--- config.mk ---
export PLATFORM = sky130hd
export DESIGN_NAME = keypad_entry_ctrl_flat
export DESIGN_NICKNAME = d
export VERILOG_FILES = /design/src/rtl/keypad_entry_ctrl_pkg.sv /design/src/rtl/keypad_entry_ctrl_if.sv /design/src/rtl/keypad_entry_ctrl_key_decoder.sv /design/src/rtl/keypad_entry_ctrl.sv /design/src/flat_wrapper.sv
export SDC_FILE = /design/constraint.sdc
export NUM_CORES = 1
export LEC_CHECK = 0
export CORE_MARGIN = 1.5
export CORE_UTILIZATION = 50
export CTS_BUF_LIST = sky130_fd_sc_hd__clkbuf_8 sky130_fd_sc_hd__clkbuf_16
export CTS_CLUSTER_DIAMETER = 50
export CTS_CLUSTER_SIZE = 30
export DETAILED_ROUTE_END_ITERATION = 16
export PLACE_DENSITY = 0.76
export REMOVE_ABC_BUFFERS = 1
export SLEW_MARGIN = 15
export SYNTH_ARGS = -nofsm -noshare
export SYNTH_HDL_FRONTEND = slang
export SYNTH_HIERARCHICAL = 1
export SYNTH_SLANG_ARGS = --single-unit
export TNS_END_PERCENT = 20
--- constraint.sdc ---
create_clock -name clk -period 7.3 [get_ports clk]
set_input_delay 1.46 -clock clk [delete_from_list [all_inputs] [get_ports clk]]
set_output_delay 1.46 -clock clk [all_outputs]
set_load 0.01 [all_outputs]
--- src/rtl/keypad_entry_ctrl_pkg.sv ---
// Shared types and helpers for the keypad entry controller.
//   state_t    : controller state (IDLE, ENTRY, COMMIT)
//   key_code_t : 4-bit key code; digits 0-9 use their own value,
//                letters A-D are 4'hA-4'hD, '*' is 4'hE, '#' is 4'hF.
//   key_info_t : decoded view of one row/column sample.
// NO_KEY shares its encoding with KEY_0. The decoder flags
// (onehot_ok, is_digit, ...) say whether value is meaningful, so the
// overlap is harmless.
package keypad_pkg;

  typedef enum logic [1:0] {
    IDLE   = 2'd0,
    ENTRY  = 2'd1,
    COMMIT = 2'd2
  } state_t;

  typedef logic [3:0] key_code_t;

  localparam key_code_t KEY_0    = 4'h0;
  localparam key_code_t KEY_1    = 4'h1;
  localparam key_code_t KEY_2    = 4'h2;
  localparam key_code_t KEY_3    = 4'h3;
  localparam key_code_t KEY_4    = 4'h4;
  localparam key_code_t KEY_5    = 4'h5;
  localparam key_code_t KEY_6    = 4'h6;
  localparam key_code_t KEY_7    = 4'h7;
  localparam key_code_t KEY_8    = 4'h8;
  localparam key_code_t KEY_9    = 4'h9;
  localparam key_code_t KEY_A    = 4'hA;
  localparam key_code_t KEY_B    = 4'hB;
  localparam key_code_t KEY_C    = 4'hC;
  localparam key_code_t KEY_D    = 4'hD;
  localparam key_code_t KEY_STAR = 4'hE;
  localparam key_code_t KEY_HASH = 4'hF;
  localparam key_code_t NO_KEY   = 4'h0;

  typedef struct packed {
    logic      is_digit;
    logic      is_cmd;
    logic      is_star;
    logic      is_hash;
    key_code_t value;
    logic      onehot_ok;
  } key_info_t;

  function automatic logic is_onehot4(input logic [3:0] v);
    return (v != 4'd0) && ((v & (v - 4'd1)) == 4'd0);
  endfunction

  // Bit position of a one-hot nibble; only meaningful when is_onehot4(v).
  function automatic logic [1:0] onehot_idx(input logic [3:0] v);
    logic [1:0] idx;
    case (v)
      4'b0010: idx = 2'd1;
      4'b0100: idx = 2'd2;
      4'b1000: idx = 2'd3;
      default: idx = 2'd0;
    endcase
    return idx;
  endfunction

  // Physical layout: r0 = 1 2 3 A, r1 = 4 5 6 B, r2 = 7 8 9 C, r3 = * 0 # D.
  function automatic key_code_t map_key(input logic [1:0] r, input logic [1:0] c);
    key_code_t k;
    case ({r, c})
      4'h0: k = KEY_1;    4'h1: k = KEY_2;    4'h2: k = KEY_3;    4'h3: k = KEY_A;
      4'h4: k = KEY_4;    4'h5: k = KEY_5;    4'h6: k = KEY_6;    4'h7: k = KEY_B;
      4'h8: k = KEY_7;    4'h9: k = KEY_8;    4'hA: k = KEY_9;    4'hB: k = KEY_C;
      4'hC: k = KEY_STAR; 4'hD: k = KEY_0;    4'hE: k = KEY_HASH; default: k = KEY_D;
    endcase
    return k;
  endfunction

  // Letter key to command code: A=0, B=1, C=2, D=3.
  function automatic logic [1:0] cmd_index(input key_code_t k);
    logic [1:0] code;
    case (k)
      KEY_B:   code = 2'd1;
      KEY_C:   code = 2'd2;
      KEY_D:   code = 2'd3;
      default: code = 2'd0;
    endcase
    return code;
  endfunction

endpackage

--- src/rtl/keypad_entry_ctrl_if.sv ---
// Committed-entry handshake between the keypad controller and the host.
//   entry_valid : committed entry available (driven by master)
//   entry_ready : consumer accepts the entry (driven by slave)
//   entry_bcd   : committed digits, right-aligned BCD, newest in [3:0]
//   entry_len   : number of digits in the committed entry
// Handshake: a transfer happens on every clock edge where entry_valid and
// entry_ready are both high. Once raised, entry_valid, entry_bcd and
// entry_len hold steady until that transfer; entry_valid drops the next
// cycle. entry_ready is ignored while entry_valid is low.
interface keypad_entry_ctrl_if #(
  parameter int DIGITS = 4
) ();
  logic                  entry_valid;
  logic                  entry_ready;
  logic [4*DIGITS-1:0]   entry_bcd;
  logic [3:0]            entry_len;

  modport master (
    output entry_valid,
    output entry_bcd,
    output entry_len,
    input  entry_ready
  );

  modport slave (
    input  entry_valid,
    input  entry_bcd,
    input  entry_len,
    output entry_ready
  );
endinterface

--- src/rtl/keypad_entry_ctrl_key_decoder.sv ---
// Combinational key decoder.
//   row_in : latched scanner row, expected one-hot
//   col_in : active scanner column, expected one-hot
//   info   : {is_digit, is_cmd, is_star, is_hash, value, onehot_ok}
// When either input is not exactly one-hot every flag is 0 and value is
// NO_KEY, so the caller only needs onehot_ok to reject the event.
module keypad_key_decoder
  import keypad_pkg::*;
(
  input  logic [3:0] row_in,
  input  logic [3:0] col_in,
  output key_info_t  info
);

  key_code_t code;

  always_comb begin
    info           = '0;
    info.value     = NO_KEY;
    code           = map_key(onehot_idx(row_in), onehot_idx(col_in));
    info.onehot_ok = is_onehot4(row_in) && is_onehot4(col_in);
    if (info.onehot_ok) begin
      info.value    = code;
      info.is_digit = (code <= KEY_9);
      info.is_cmd   = (code >= KEY_A) && (code <= KEY_D);
      info.is_star  = (code == KEY_STAR);
      info.is_hash  = (code == KEY_HASH);
    end
  end

endmodule

--- src/rtl/keypad_entry_ctrl.sv ---
// Keypad entry controller: turns scanner key-held level plus one-hot
// row/column into key events, collects decimal digits into a BCD buffer,
// and hands committed entries to the host.
//   clk, reset   : single clock, synchronous active-high reset
//   key_pressed  : scanner "key held" level
//   row_in/col_in: scanner row/column, one-hot
//   entry        : committed-entry handshake (master side)
//   cmd_valid    : one-cycle pulse on a letter key, cmd_code = A..D as 0..3
//   err          : one-cycle pulse on a rejected key event
//   timeout      : one-cycle pulse when a partial entry is discarded
//   state        : current controller state, for observation
// All outputs are registered and update the cycle after the key edge is
// seen.
module keypad_entry_ctrl
  import keypad_pkg::*;
#(
  parameter int          DIGITS        = 4,
  parameter logic [23:0] TIMEOUT_TICKS = 24'd12_000_000
) (
  input  logic                 clk,
  input  logic                 reset,
  input  logic                 key_pressed,
  input  logic [3:0]           row_in,
  input  logic [3:0]           col_in,
  keypad_entry_ctrl_if.master  entry,
  output logic                 cmd_valid,
  output logic [1:0]           cmd_code,
  output logic                 err,
  output logic                 timeout,
  output state_t               state
);

  localparam int BW = 4 * DIGITS;

  state_t      state_q;
  logic [BW-1:0] buf_q;
  logic [3:0]  len_q;
  logic [23:0] cnt_q;
  logic        key_q;
  logic        entry_valid_q;
  logic [BW-1:0] entry_bcd_q;
  logic [3:0]  entry_len_q;
  logic        cmd_valid_q;
  logic [1:0]  cmd_code_q;
  logic        err_q;
  logic        timeout_q;

  key_info_t   key;
  logic        key_event;

  keypad_key_decoder u_dec (
    .row_in (row_in),
    .col_in (col_in),
    .info   (key)
  );

  // key_q clears on reset, so a key already held at reset release
  // produces exactly one event.
  assign key_event = key_pressed && !key_q;

  always_ff @(posedge clk) begin
    if (reset) begin
      state_q       <= IDLE;
      buf_q         <= '0;
      len_q         <= '0;
      cnt_q         <= '0;
      key_q         <= 1'b0;
      entry_valid_q <= 1'b0;
      entry_bcd_q   <= '0;
      entry_len_q   <= '0;
      cmd_valid_q   <= 1'b0;
      cmd_code_q    <= '0;
      err_q         <= 1'b0;
      timeout_q     <= 1'b0;
    end else begin
      key_q       <= key_pressed;
      cmd_valid_q <= 1'b0;
      err_q       <= 1'b0;
      timeout_q   <= 1'b0;

      // The handshake completes independently of any key event in the
      // same cycle; such an event is still judged against COMMIT below
      // and never touches state there, so the two do not collide.
      if (state_q == COMMIT && entry_valid_q && entry.entry_ready) begin
        entry_valid_q <= 1'b0;
        state_q       <= IDLE;
      end

      if (key_event) begin
        // A key event always restarts inactivity timing, which also lets
        // it win over a timeout falling in the same cycle.
        cnt_q <= '0;
        if (!key.onehot_ok) begin
          err_q <= 1'b1;
        end else if (key.is_cmd) begin
          cmd_valid_q <= 1'b1;
          cmd_code_q  <= cmd_index(key.value);
        end else begin
          unique case (state_q)
            IDLE: begin
              if (key.is_digit) begin
                buf_q   <= BW'(key.value);
                len_q   <= 4'd1;
                state_q <= ENTRY;
              end else if (key.is_hash) begin
                err_q <= 1'b1;
              end else begin
                buf_q <= '0;
                len_q <= '0;
              end
            end
            ENTRY: begin
              if (key.is_digit) begin
                if (len_q == 4'(DIGITS)) begin
                  err_q <= 1'b1;
                end else begin
                  buf_q <= (buf_q << 4) | BW'(key.value);
                  len_q <= len_q + 4'd1;
                end
              end else if (key.is_hash) begin
                entry_bcd_q   <= buf_q;
                entry_len_q   <= len_q;
                entry_valid_q <= 1'b1;
                buf_q         <= '0;
                len_q         <= '0;
                state_q       <= COMMIT;
              end else begin
                buf_q   <= '0;
                len_q   <= '0;
                state_q <= IDLE;
              end
            end
            default: begin
              err_q <= 1'b1;
            end
          endcase
        end
      end else if (state_q == ENTRY) begin
        if (cnt_q == TIMEOUT_TICKS - 24'd1) begin
          buf_q     <= '0;
          len_q     <= '0;
          cnt_q     <= '0;
          state_q   <= IDLE;
          timeout_q <= 1'b1;
        end else begin
          cnt_q <= cnt_q + 24'd1;
        end
      end else begin
        cnt_q <= '0;
      end
    end
  end

  assign entry.entry_valid = entry_valid_q;
  assign entry.entry_bcd   = entry_bcd_q;
  assign entry.entry_len   = entry_len_q;
  assign cmd_valid         = cmd_valid_q;
  assign cmd_code          = cmd_code_q;
  assign err               = err_q;
  assign timeout           = timeout_q;
  assign state             = state_q;

endmodule

--- src/flat_wrapper.sv ---
// flat-port wrapper written by rule: the top's interface ports become plain ports
module keypad_entry_ctrl_flat import keypad_pkg::*;
#(
  parameter int          DIGITS        = 4,
  parameter logic [23:0] TIMEOUT_TICKS = 24'd12_000_000
)
  (clk, reset, key_pressed, row_in, col_in, cmd_valid, cmd_code, err, timeout, state, entry_entry_valid, entry_entry_bcd, entry_entry_len, entry_entry_ready);
  keypad_entry_ctrl_if #(.DIGITS(DIGITS)) entry_i ();
  input  logic clk;
  input  logic reset;
  input  logic key_pressed;
  input  logic [3:0] row_in;
  input  logic [3:0] col_in;
  output logic cmd_valid;
  output logic [1:0] cmd_code;
  output logic err;
  output logic timeout;
  output state_t state;
  output wire logic [$bits(entry_i.entry_valid)-1:0] entry_entry_valid;
  output wire logic [$bits(entry_i.entry_bcd)-1:0] entry_entry_bcd;
  output wire logic [$bits(entry_i.entry_len)-1:0] entry_entry_len;
  input wire logic [$bits(entry_i.entry_ready)-1:0] entry_entry_ready;
  assign entry_entry_valid = entry_i.entry_valid;
  assign entry_entry_bcd = entry_i.entry_bcd;
  assign entry_entry_len = entry_i.entry_len;
  assign entry_i.entry_ready = entry_entry_ready;
  keypad_entry_ctrl #(.DIGITS(DIGITS), .TIMEOUT_TICKS(TIMEOUT_TICKS)) u_core (.clk(clk), .reset(reset), .key_pressed(key_pressed), .row_in(row_in), .col_in(col_in), .entry(entry_i), .cmd_valid(cmd_valid), .cmd_code(cmd_code), .err(err), .timeout(timeout), .state(state));
endmodule
## Yosys cells after proc, flatten, opt, wreduce, memory -nomap -nowiden

Memory sizes are Yosys's and may differ from the RTL's.
Cells that the tools add are included.

| operators by class | value |
|---|---|
| bitwise operators | 8 |
| reductions and logical operators | 22 |
| $add $sub $neg | 4 |
| equality and inequality tests | 20 |
| order comparisons | 3 |
| mux-type cells | 50 |

Operators by type and width:

| cell | number |
|---|---|
| two-way mux 16 bit | 9 |
| two-way mux 4 bit | 9 |
| case mux 16 bit (2 select lines) | 1 |
| equality test 4 bit (second input constant) | 7 |
| adder 24 x 1 -> 24 bit (second input constant) | 1 |
| equality test 24 bit (second input constant) | 1 |
| two-way mux 2 bit | 9 |
| case mux 2 bit (3 select lines) | 3 |
| bitwise OR 16 x 4 -> 16 bit | 1 |
| two-way mux 1 bit | 15 |
| equality test 4 x 3 -> 1 bit (second input constant) | 3 |
| bitwise AND 4 bit | 2 |
| equality test 4 x 2 -> 1 bit (second input constant) | 2 |
| <= comparator 4 bit (second input constant) | 2 |
| zero test 4 bit | 2 |
| two-way mux 8 bit | 1 |
| != test 4 x 3 -> 1 bit (second input constant) | 2 |
| case mux 4 bit (2 select lines) | 1 |
| nonzero test 4 bit | 2 |
| subtractor 4 x 1 -> 4 bit (second input constant) | 2 |
| logical AND 1 bit | 7 |
| AND reduction 7 bit | 1 |
| AND reduction 6 bit | 1 |
| OR reduction 3 bit | 2 |
| other kinds (16) | 21 |

| word-level totals | value |
|---|---|
| input port bits | 12 |
| word-level logic and storage cells | 120 |
| memories kept | 1 |
| ROM bits | 64 |
| bits in registers | 73 |
| output and inout bits | 28 |

Memories:

| memory | depth | bits a word | rd ports | clocked after memory_dff | write ports | line | text |
|---|---|---|---|---|---|---|---|
| (name not given) | 16 | 4 | 1 | 0 | 0 | keypad_entry_ctrl_pkg.sv:65 | `case ({r, c})` |

## Longest topological paths before layout

Gate-level depths: netlist of the first run.

| depth | value |
|---|---|
| word-level depth | 13 |
| gate-level depth with buffers | 15 |
| mapped depth without buffers | 13 |

## Modules after synthesis

Netlist of the first run, hierarchy kept.

Modules (own cells, without submodules):

| module | cells each | area an instance (um^2) | times used | sequential area each (um^2) |
|---|---|---|---|---|
| keypad_entry_ctrl | 333 | 2926.6 | 1 | 1461.4 |
| keypad_key_decoder | 55 | 396.6 | 1 | 0.0 |

## Worst setup path before layout of the first run

No wires, ideal clock.

| timing path | value |
|---|---|
| path kind | input to register |
| from | in col_in[2] |
| to | reg u_core.buf_q[10] |
| path slack | 3.219 ns |
| arrival | 3.964 ns |
| stages on the path | 12 |
| setup time | 0.117 ns |
| path buffers | 2 |
| required time | 7.183 ns |
| cells stage by stage | xnor2_1 or3_1 ha_1 or3_1 a21oi_1 and4b_1 nor3b_1 o21bai_1 and3_1 clkbuf_1 clkbuf_1 a22o_1 |

RTL lines:

| element | line | text |
|---|---|---|
| start: declaration | flat_wrapper.sv:13 | `input logic [3:0] col_in;` |
| end signal: assignment | keypad_entry_ctrl.sv:102 | `buf_q <= BW'(key.value);` |
| end signal: assignment | keypad_entry_ctrl.sv:117 | `buf_q <= (buf_q << 4) \| BW'(key.value);` |
| end: declaration | keypad_entry_ctrl.sv:36 | `logic [BW-1:0] buf_q;` |

==> flow_summary_export.csv, run 1 <==
group,metric,value,unit
timing,holdWs,0.4530,ns
critical_path,cpPeakStageDelay,0.89,ns
synth,yosysWarnings,6,
clock_network,path_clk_slew,0.07,ns
critical_path,rrSetupSlack,4.73,ns
layout,final_area,3921,sq um
critical_path,cp.arrival,4.87,ns
die,initial_core_util,0.5190,
critical_path,slowest_stage,"or4_1",
placement,place_area,3730,sq um
clock_network,cts_sinks,73,
global_routing,grt_overflow_total,0,
outcome,outcome,"completed",
clock_network,htreeDepth,3,
timing,period_needed,4.653,ns
route,ant_nets,0,
route,drtIter0Drc,152,
global_routing,use_met3,0.03736,
global_routing,grt-busiest-layer,"met2",
global_routing,grtUsageMet2,0.2851,
critical_path,crit_path_end_kind,"register",
worst_hold_path,hold_path_class,"reg -> reg",
timing,worst_slack,2.647,ns
route,dr.pass1.iters,5,
layout,n_fill_cell,569,
global_routing,grt_usage,0.1790,
timing,timing.final.crit_share,0.6374,
clock_network,postCtsSetupRepairBufs,0,
route,vias,2726,
clock_network,ctsHoldBuffers,0,
layout,nets,439,
clock_network,numCtsBuffers,9,
route,wl,6146,um
die,ioPinCount,40,
clock_network,cts_resized,0,
placement,post-place-ws,2.273,ns
timing,fin_worst_skew,0.009346,ns
route,via_per_inst,5.419,
timing,setup_viol,0,
global_routing,grt_max_degree,38,
critical_path,path_common_cell,"or3_1",
run,drv_cap,0,
die,core-area,6386,sq um
route,routedWlPerCell,12.22,um
placement,gp_congestion,0.8284,
die,dieArea,7126,sq um
power,peakVddDrop,119.3,uV
layout,diodes,0,
timing,relSlewSlack,0.3881,
timing,max_freq,0.2149,GHz
timing,worstMarginPinSlew,0.9095,ns
critical_path,start_kind,"primary input",
critical_path,cp_top_family,"simple AND/OR/NAND/NOR gates",
power,power.leakage,1.333,nW
global_routing,antenna_found_initial,0,
critical_path,worstPathRequired,7.51,ns
timing,rsz0062_at_grt,"no",
global_routing,grtUsageMet1,0.2337,
critical_path,path_buf_inv,1,
clock_network,clockRootBuffer,"clkbuf_8",
timing,tns,0,ns
placement,portBuffers,39,
placement,dp_hpwl,4306,um
clock_network,cts_tree,"done",
critical_path,crit_fanout,22,
critical_path,crit_chain,"clkdlybuf4s50_1, xnor2_1, or3_1, ha_1, or3_1, a31oi_1, a211oi_2, nand2b_1, or4_1, nand2_1, a21oi_1",
clock_network,insertion_delay,0.34,ns
synth,avgSynthCellArea,8.564,sq um
timing,drv_slew,0,
synth,synth_cells,387,
layout,areaGrowthSynthToFinish,18.31,%
critical_path,path_class,"in -> reg",
global_routing,grt_pass1_wl,10550,um
clock_network,clock_path_buffers,2,
global_routing,grt_pass1_vias,2432,
synth,synth_area,3314,sq um
layout,drive_gt1_frac,0.05164,
die,die_x,84.42,um
die,row_count,29,
power,power_density,186.4,nW/um^2
route,drc,0,
die,dieHeight,84.42,um
timing,hold_viol,0,
-- stage by stage --
stage / power [mW] / util / instances
finish: 0.7311 / 0.6140 / 503
global route: 0.7618 / 0.6140 / 503
CTS: 0.7382 / 0.6140 / 503
detailed placement: 0.4475 / 0.5841 / 487
global placement: 0.4468 / 0.5841 / 487
floorplan: 0.4302 / - / 369
-- layout by cell type (no fill, tap or decap), types with 3 or more instances in the layout --
cell and count:
dfxtp_1 73, nand2_1 59, nor2_1 47, clkdlybuf4s50_1 39, a21oi_1 28, xnor2_1 18
a22o_1 18, nand3_1 15, clkbuf_8 12, xor2_1 11, inv_1 10, nor3_1 8
nand4_1 8, ha_1 6, nand2b_1 5, nor2b_1 5, and3_1 5, nor4_1 5
or4_1 4, nor4b_1 4, a31oi_1 4, or3_1 4, a21o_1 3, and2_1 3
-- tightest hold or removal path: cells and delay by family (launching register included) --
family,cells,cell delay [ns]
compound gates,1,0.05
simple gates,1,0.05
flops,1,0.31
-- power breakdown --
group          total (mW)  internal (mW)  switching [mW]
logic              0.0386         0.0167          0.0219
clock network       0.293          0.151           0.141
registers           0.400          0.399        0.000927
total               0.731          0.567           0.164
-- routing by layer --
layer  up-vias  routed length (um)
li1       1421                   -
met1      1237                3099
met2        59                2696
met3         9                 255
met4         0                  95
met5         -                   0
-- layout make-up --
type | instances | area [sq um] | share of cell area
sequential | 73 | 1461 | 0.3727
inverter | 9 | 33.78 | 0.008615
multi-input combinational | 287 | 1733 | 0.4419
tap | 77 | 96.34 | 0.02457
clock inverter | 4 | 26.28 | 0.006701
timing repair buffer | 41 | 405.4 | 0.1034
clock buffer | 12 | 165.2 | 0.04212
-- worst paths after layout --
path,end,depth (start not counted),startpoint
hold / removal,u_core/entry.entry_bcd[10],2,u_core/entry.entry_bcd[10]
hold reg to reg,u_core/entry.entry_bcd[10],2,u_core/entry.entry_bcd[10]
setup / recovery,u_core/entry.entry_bcd[14],11,col_in[3]
setup reg to reg,u_core/cnt_q[2],5,u_core/cnt_q[11]
-- state kept, by name, summed over array words and instances, names as in the netlist, named ones only --
name                      cells
u_core/buf_q                 16
u_core/cmd_valid              1
u_core/key_q                  1
u_core/err                    1
u_core/cnt_q                 24
u_core/timeout                1
u_core/state                  1
u_core/cmd_code               2
u_core/entry.entry_len        4
u_core/entry.entry_bcd       16
u_core/len_q                  4
u_core/entry.entry_valid      1
Note: power is estimated with default switching activity, not from simulation.
==> inputs of run 2 (changes only) <==
==> constraint.sdc (replaced) <==
create_clock -name clk -period 4.7 [get_ports clk]
set_input_delay 0.94 -clock clk [delete_from_list [all_inputs] [get_ports clk]]
set_output_delay 0.94 -clock clk [all_outputs]
set_load 0.01 [all_outputs]
==> run 2 against run 1 <==
Net effect:
- cell count rose by 0.20%
- final area barely moved
- sequential power up 55%
- total power up 54%
- global-route usage up 0.63 points
- clock skew increased by 0.00094 ns
- clock power up 52%
- via count rose by 0.51%
- utilization is essentially flat
- sequential cell count stayed put
- critical path type unchanged
==> flow_summary_export.csv, run 2 (same netlist as run 1, synthesis figures left out) <==
group,metric,value,unit
timing,period_needed,4.025,ns
power,power_density,287.3,nW/um^2
critical_path,cp_top_family,"simple AND/OR/NAND/NOR gates",
timing,hold_viol,0,
layout,areaGrowthSynthToFinish,18.35,%
power,power,1.127,mW
critical_path,worstPathRequired,4.98,ns
layout,largest_reg_flops,24,
clock_network,numCtsBuffers,9,
timing,timing.final.crit_share,0.8565,
global_routing,grt_usage,0.1853,
critical_path,start_kind,"primary input",
clock_network,path_clk_slew,0.07,ns
critical_path,cp.arrival,4.30,ns
timing,drv_slew,0,
route,ant_nets,0,
worst_hold_path,whs_endpoint,"u_core/entry.entry_bcd[11]",
critical_path,r2r_start,"u_core/cnt_q[11]",
clock_network,clockRootBuffer,"clkbuf_8",
timing,setup_viol,0,
layout,diodes,0,
run,drv_cap,0,
critical_path,crit_chain,"clkdlybuf4s50_1, xnor2_1, or3_1, ha_1, or3_1, a21oi_1, and4b_1, nor3b_1, nor2_1, o211a_1, o2bb2ai_4, a22o_1",
critical_path,path_buf_inv,1,
critical_path,crit_path_end_kind,"register",
critical_path,slowest_stage,"clkdlybuf4s50_1",
clock_network,htreeDepth,3,
critical_path,crit_fanout,18,
route,routedWlPerCell,12.62,um
power,peakVddDrop,179.5,uV
route,via_per_inst,5.437,
layout,drive_gt1_frac,0.04918,
critical_path,cpPeakStageDelay,0.48,ns
die,core-area,6386,sq um
placement,portBuffers,39,
timing,fin_worst_skew,0.01029,ns
critical_path,path_class,"in -> reg",
worst_hold_path,min_from,"u_core/entry.entry_bcd[11]",
die,dieArea,7126,sq um
clock_network,insertion_delay,0.34,ns
worst_hold_path,hold_path_class,"reg -> reg",
layout,nets,441,
clock_network,cts_resized,0,
layout,largest_register,"u_core/cnt_q",
timing,rsz0062_at_grt,"no",
clock_network,clock_path_buffers,2,
global_routing,grt_pass1_wl,10730,um
global_routing,grt_max_degree,25,
critical_path,rrSetupSlack,2.12,ns
route,drc,0,
die,row_count,29,
critical_path,r2r_end,"u_core/cnt_q[8]",
clock_network,cts_sinks,73,
global_routing,grt_pass1_vias,2470,
outcome,outcome,"completed",
worst_hold_path,hold_depth,2,
power,power.leakage,1.337,nW
timing,max_freq,0.2484,GHz
timing,worstMarginPinSlew,0.9029,ns
clock_network,postCtsSetupRepairBufs,0,
die,ioPinCount,40,
timing,tns,0,ns
route,vias,2740,
clock_network,ctsHoldBuffers,0,
die,initial_core_util,0.5190,
route,wl,6361,um
timing,relSlewSlack,0.3964,
route,drtIter0Drc,170,
global_routing,antenna_found_initial,0,
die,die_x,84.42,um
clock_network,cts_tree,"done",
route,dr.pass1.iters,5,
layout,final_cell_mix,"73 x dfxtp_1, 59 x nand2_1, 47 x nor2_1",
layout,layout_commonest_cell,"dfxtp_1",
placement,dp_hpwl,4583,um
critical_path,rr_worst_depth,5,
global_routing,grt_overflow_total,0,
critical_path,path_common_cell,"or3_1",
die,dieHeight,84.42,um
placement,gp_congestion,0.8721,
[run 2: worst max-delay path by stage]
stage          startpoint                        end  slack, ns  cells past startpoint
5_1_grt         col_in[3]            u_core/len_q[2]       0.38                     12
3_3_place_gp    col_in[3]            u_core/buf_q[2]       0.50                     12
3_5_place_dp    col_in[3]            u_core/len_q[2]       0.38                     12
2_1_floorplan   col_in[2]  u_core/entry.entry_bcd[0]       0.34                     10
4_1_cts         col_in[3]            u_core/len_q[2]       0.71                     12
6_report        col_in[3]            u_core/len_q[2]       0.67                     12
[run 2: final cells by class]
cell class | count | area [sq um]
clock buffers | 9 | 123.9
clock inverters | 6 | 53.80
fillers | 568 | 2464
inverters | 9 | 33.78
multi-input cells | 287 | 1733
flip-flops and latches | 73 | 1461
well taps | 77 | 96.34
repair buffers | 43 | 420.4
[run 2: worst reg2reg max path, cell delays in order, from the launching register on]
cell and delay (ns):
dfxtp_1 0.41, nand2_1 0.09, or4_1 0.45, or4_1 0.65, nand3_1 0.69, nor2_1 0.13
[run 2: power breakdown]
group,total [mW],leakage (nW),switching [mW],internal [mW]
clock,0.445,0.0989,0.210,0.235
sequential,0.621,0.588,0.00138,0.620
combinational,0.0605,0.650,0.0346,0.0259
[run 2: metal layers]
layer | vias to the layer above | share of wire | track usage
met3 | 5 | 0.044 | 0.04720
met1 | 1255 | 0.48 | 0.2404
li1 | 1417 | - | -
met2 | 63 | 0.46 | 0.2967
met4 | 0 | 0.0094 | 0.07478
met5 | - | 0 | 0
[run 2: stage by stage]
| step | cell area (sq um) | hold slack [ns] | setup WS, ns | utilization | cells |
|---|---|---|---|---|---|
| 6_report | 3923 | 0.4529 | 0.6746 | 0.6142 | 504 |
| 4_1_cts | 3923 | 0.4569 | 0.7140 | 0.6142 | 504 |
| 3_5_place_dp | 3745 | 0.4475 | 0.3848 | 0.5864 | 489 |
| 3_3_place_gp | 3745 | 0.4427 | 0.4982 | 0.5864 | 489 |
| 2_1_floorplan | 3222 | 0.4261 | 0.3436 | - | 369 |
| 5_1_grt | 3923 | 0.4758 | 0.3832 | 0.6142 | 504 |
==> inputs of run 3 (changes only) <==
--- a/config.mk
+++ b/config.mk
@@ -6,12 +6,12 @@
 export NUM_CORES = 1
 export LEC_CHECK = 0
 export CORE_MARGIN = 1.5
-export CORE_UTILIZATION = 50
+export CORE_UTILIZATION = 25
 export CTS_BUF_LIST = sky130_fd_sc_hd__clkbuf_8 sky130_fd_sc_hd__clkbuf_16
 export CTS_CLUSTER_DIAMETER = 50
 export CTS_CLUSTER_SIZE = 30
 export DETAILED_ROUTE_END_ITERATION = 16
-export PLACE_DENSITY = 0.76
+export PLACE_DENSITY = 0.45
 export REMOVE_ABC_BUFFERS = 1
 export SLEW_MARGIN = 15
 export SYNTH_ARGS = -nofsm -noshare
==> run 3 against run 2 <==
Net effect:
- critical endpoint is now u_core/buf_q[4]
- critical path type unchanged
- highest routed layer unchanged
- wire length grew 12%
- global-route usage shrank 7.3 points
- combinational power grew 2%
==> flow_summary_export.csv, run 3 (same netlist as run 1, synthesis figures left out) <==
group,metric,value,unit
global_routing,grt_max_degree,26,
timing,tns,0,ns
critical_path,crit_path_end_kind,"register",
route,highest_layer,"met4",
route,routedWlPerCell,11.91,um
clock_network,numCtsBuffers,9,
global_routing,grt_pass1_vias,2692,
route,wirelength_met1,3624,um
clock_network,cts_tree,"done",
clock_network,htreeDepth,3,
layout,nets,442,
critical_path,cpPeakStageDelay,0.48,ns
layout,final_cell_mix,"73 x dfxtp_1, 59 x nand2_1, 47 x nor2_1",
power,power_density,325.8,nW/um^2
global_routing,grt_usage,0.1119,
route,vias,2748,
timing,holdWs,0.4518,ns
critical_path,crit_chain,"clkdlybuf4s50_1, xnor2_1, or3_1, ha_1, or3_1, a21oi_1, and4b_1, nor3b_1, nor2_1, o211a_1, o2bb2ai_4, a22o_1",
outcome,outcome,"completed",
critical_path,path_common_cell,"or3_1",
placement,post-place-ws,0.3681,ns
layout,final_cell_count_no_fill,600,
placement,placed_cells,585,
route,ant_nets,0,
route,wl_met3,247,um
worst_hold_path,hold_path_class,"reg -> reg",
die,dieArea,13960,sq um
run,drv_cap,0,
timing,hold_viol,0,
placement,gp_congestion,0.7471,
timing,timing.final.crit_share,0.8581,
route,wl,7144,um
route,dr.pass1.iters,4,
timing,relSlewSlack,0.3730,
layout,areaGrowthSynthToFinish,25.75,%
timing,period_needed,4.033,ns
critical_path,worstPathRequired,4.97,ns
clock_network,ctsHoldBuffers,0,
clock_network,postCtsSetupRepairBufs,0,
die,initial_core_util,0.2595,
critical_path,path_class,"in -> reg",
clock_network,clockRootBuffer,"clkbuf_16",
critical_path,start_kind,"primary input",
power,power.leakage,1.396,nW
layout,diodes,0,
route,via_per_inst,4.580,
global_routing,grt_overflow_total,0,
global_routing,grt_pass1_wl,12650,um
placement,dp_hpwl,5140,um
layout,final_area,4168,sq um
die,ioPinCount,40,
timing,worstMarginPinSlew,0.9379,ns
timing,rsz0062_at_grt,"no",
timing,setup_viol,0,
critical_path,cp.arrival,4.31,ns
timing,worst_slack,0.6668,ns
timing,drv_slew,0,
route,drc,0,
layout,drive_gt1_frac,0.05607,
timing,fin_worst_skew,0.007858,ns
placement,portBuffers,39,
die,dieHeight,118.1,um
placement,place_area,3871,sq um
route,drtIter0Drc,125,
clock_network,path_clk_slew,0.05,ns
route,dr_wl_met2,3162,um
die,die_x,118.1,um
layout,largest_reg_flops,24,
layout,largest_register,"u_core/cnt_q",
die,row_count,41,
layout,n_fill_cell,1342,
die,core-area,12770,sq um
clock_network,cts_sinks,73,
critical_path,crit_fanout,18,
layout,layout_commonest_cell,"dfxtp_1",
global_routing,antenna_found_initial,0,
timing,max_freq,0.2479,GHz
clock_network,insertion_delay,0.33,ns
clock_network,cts_resized,0,
critical_path,slowest_stage,"clkdlybuf4s50_1",
clock_network,clock_path_buffers,2,
power,peakVddDrop,138.1,uV
run 3: changes by cell type in the layout (fill, tap and decap cells not counted):
| cell | before | now |
|---|---|---|
| clkbuf_16 | 0 | 9 |
| buf_4 | 4 | 5 |
| clkinvlp_4 | 1 | 0 |
| clkbuf_8 | 9 | 2 |
| clkinv_2 | 1 | 2 |
| inv_1 | 12 | 10 |
run 3: final timing paths:
path / start / endpoint / slack (ns) / cells after the start
hold reg to reg: u_core/entry.entry_bcd[13] / u_core/entry.entry_bcd[13] / 0.45 / 2
hold / removal: u_core/entry.entry_bcd[13] / u_core/entry.entry_bcd[13] / 0.45 / 2
setup / recovery: col_in[3] / u_core/buf_q[4] / 0.67 / 12
setup reg to reg: u_core/cnt_q[11] / u_core/cnt_q[10] / 2.08 / 5
run 3: cell type report:
cell class | instances | area (sq um) | area share
clock buffers | 11 | 252.7 | 0.06064
clock inverters | 4 | 43.79 | 0.01051
inverters | 9 | 33.78 | 0.008106
multi-input cells | 287 | 1733 | 0.4158
flip-flops and latches | 73 | 1461 | 0.3506
well taps | 172 | 215.2 | 0.05164
repair buffers | 44 | 427.9 | 0.1027
run 3: metal layers:
metal  vias to the layer above  track usage
li1                       1425            -
met1                      1279       0.1383
met2                        36       0.1762
met3                         8      0.03427
met4                         0      0.05488
met5                         -            0
run 3: critical path, delay by kind of cell:
| kind | cells | cell delay, ns |
|---|---|---|
| simple gates | 5 | 1.48 |
| compound gates | 4 | 1.02 |
| buf+inv | 1 | 0.48 |
| fa+ha+maj | 1 | 0.25 |
| xor+xnor | 1 | 0.15 |
run 3: stage by stage:
step	power, mW	util
2_1_floorplan	0.6682	-
3_3_place_gp	0.6965	0.3031
3_5_place_dp	0.6969	0.3031
4_1_cts	1.385	0.3263
5_1_grt	1.419	0.3263
6_report	1.358	0.3263
run 3: power breakdown:
part	internal, mW	leakage, nW	total, mW	switching (mW)
Clock	0.432	0.153	0.674	0.241
Combinational	0.0258	0.656	0.0617	0.0359
Sequential	0.621	0.588	0.622	0.00150
Total	1.08	1.40	1.36	0.279
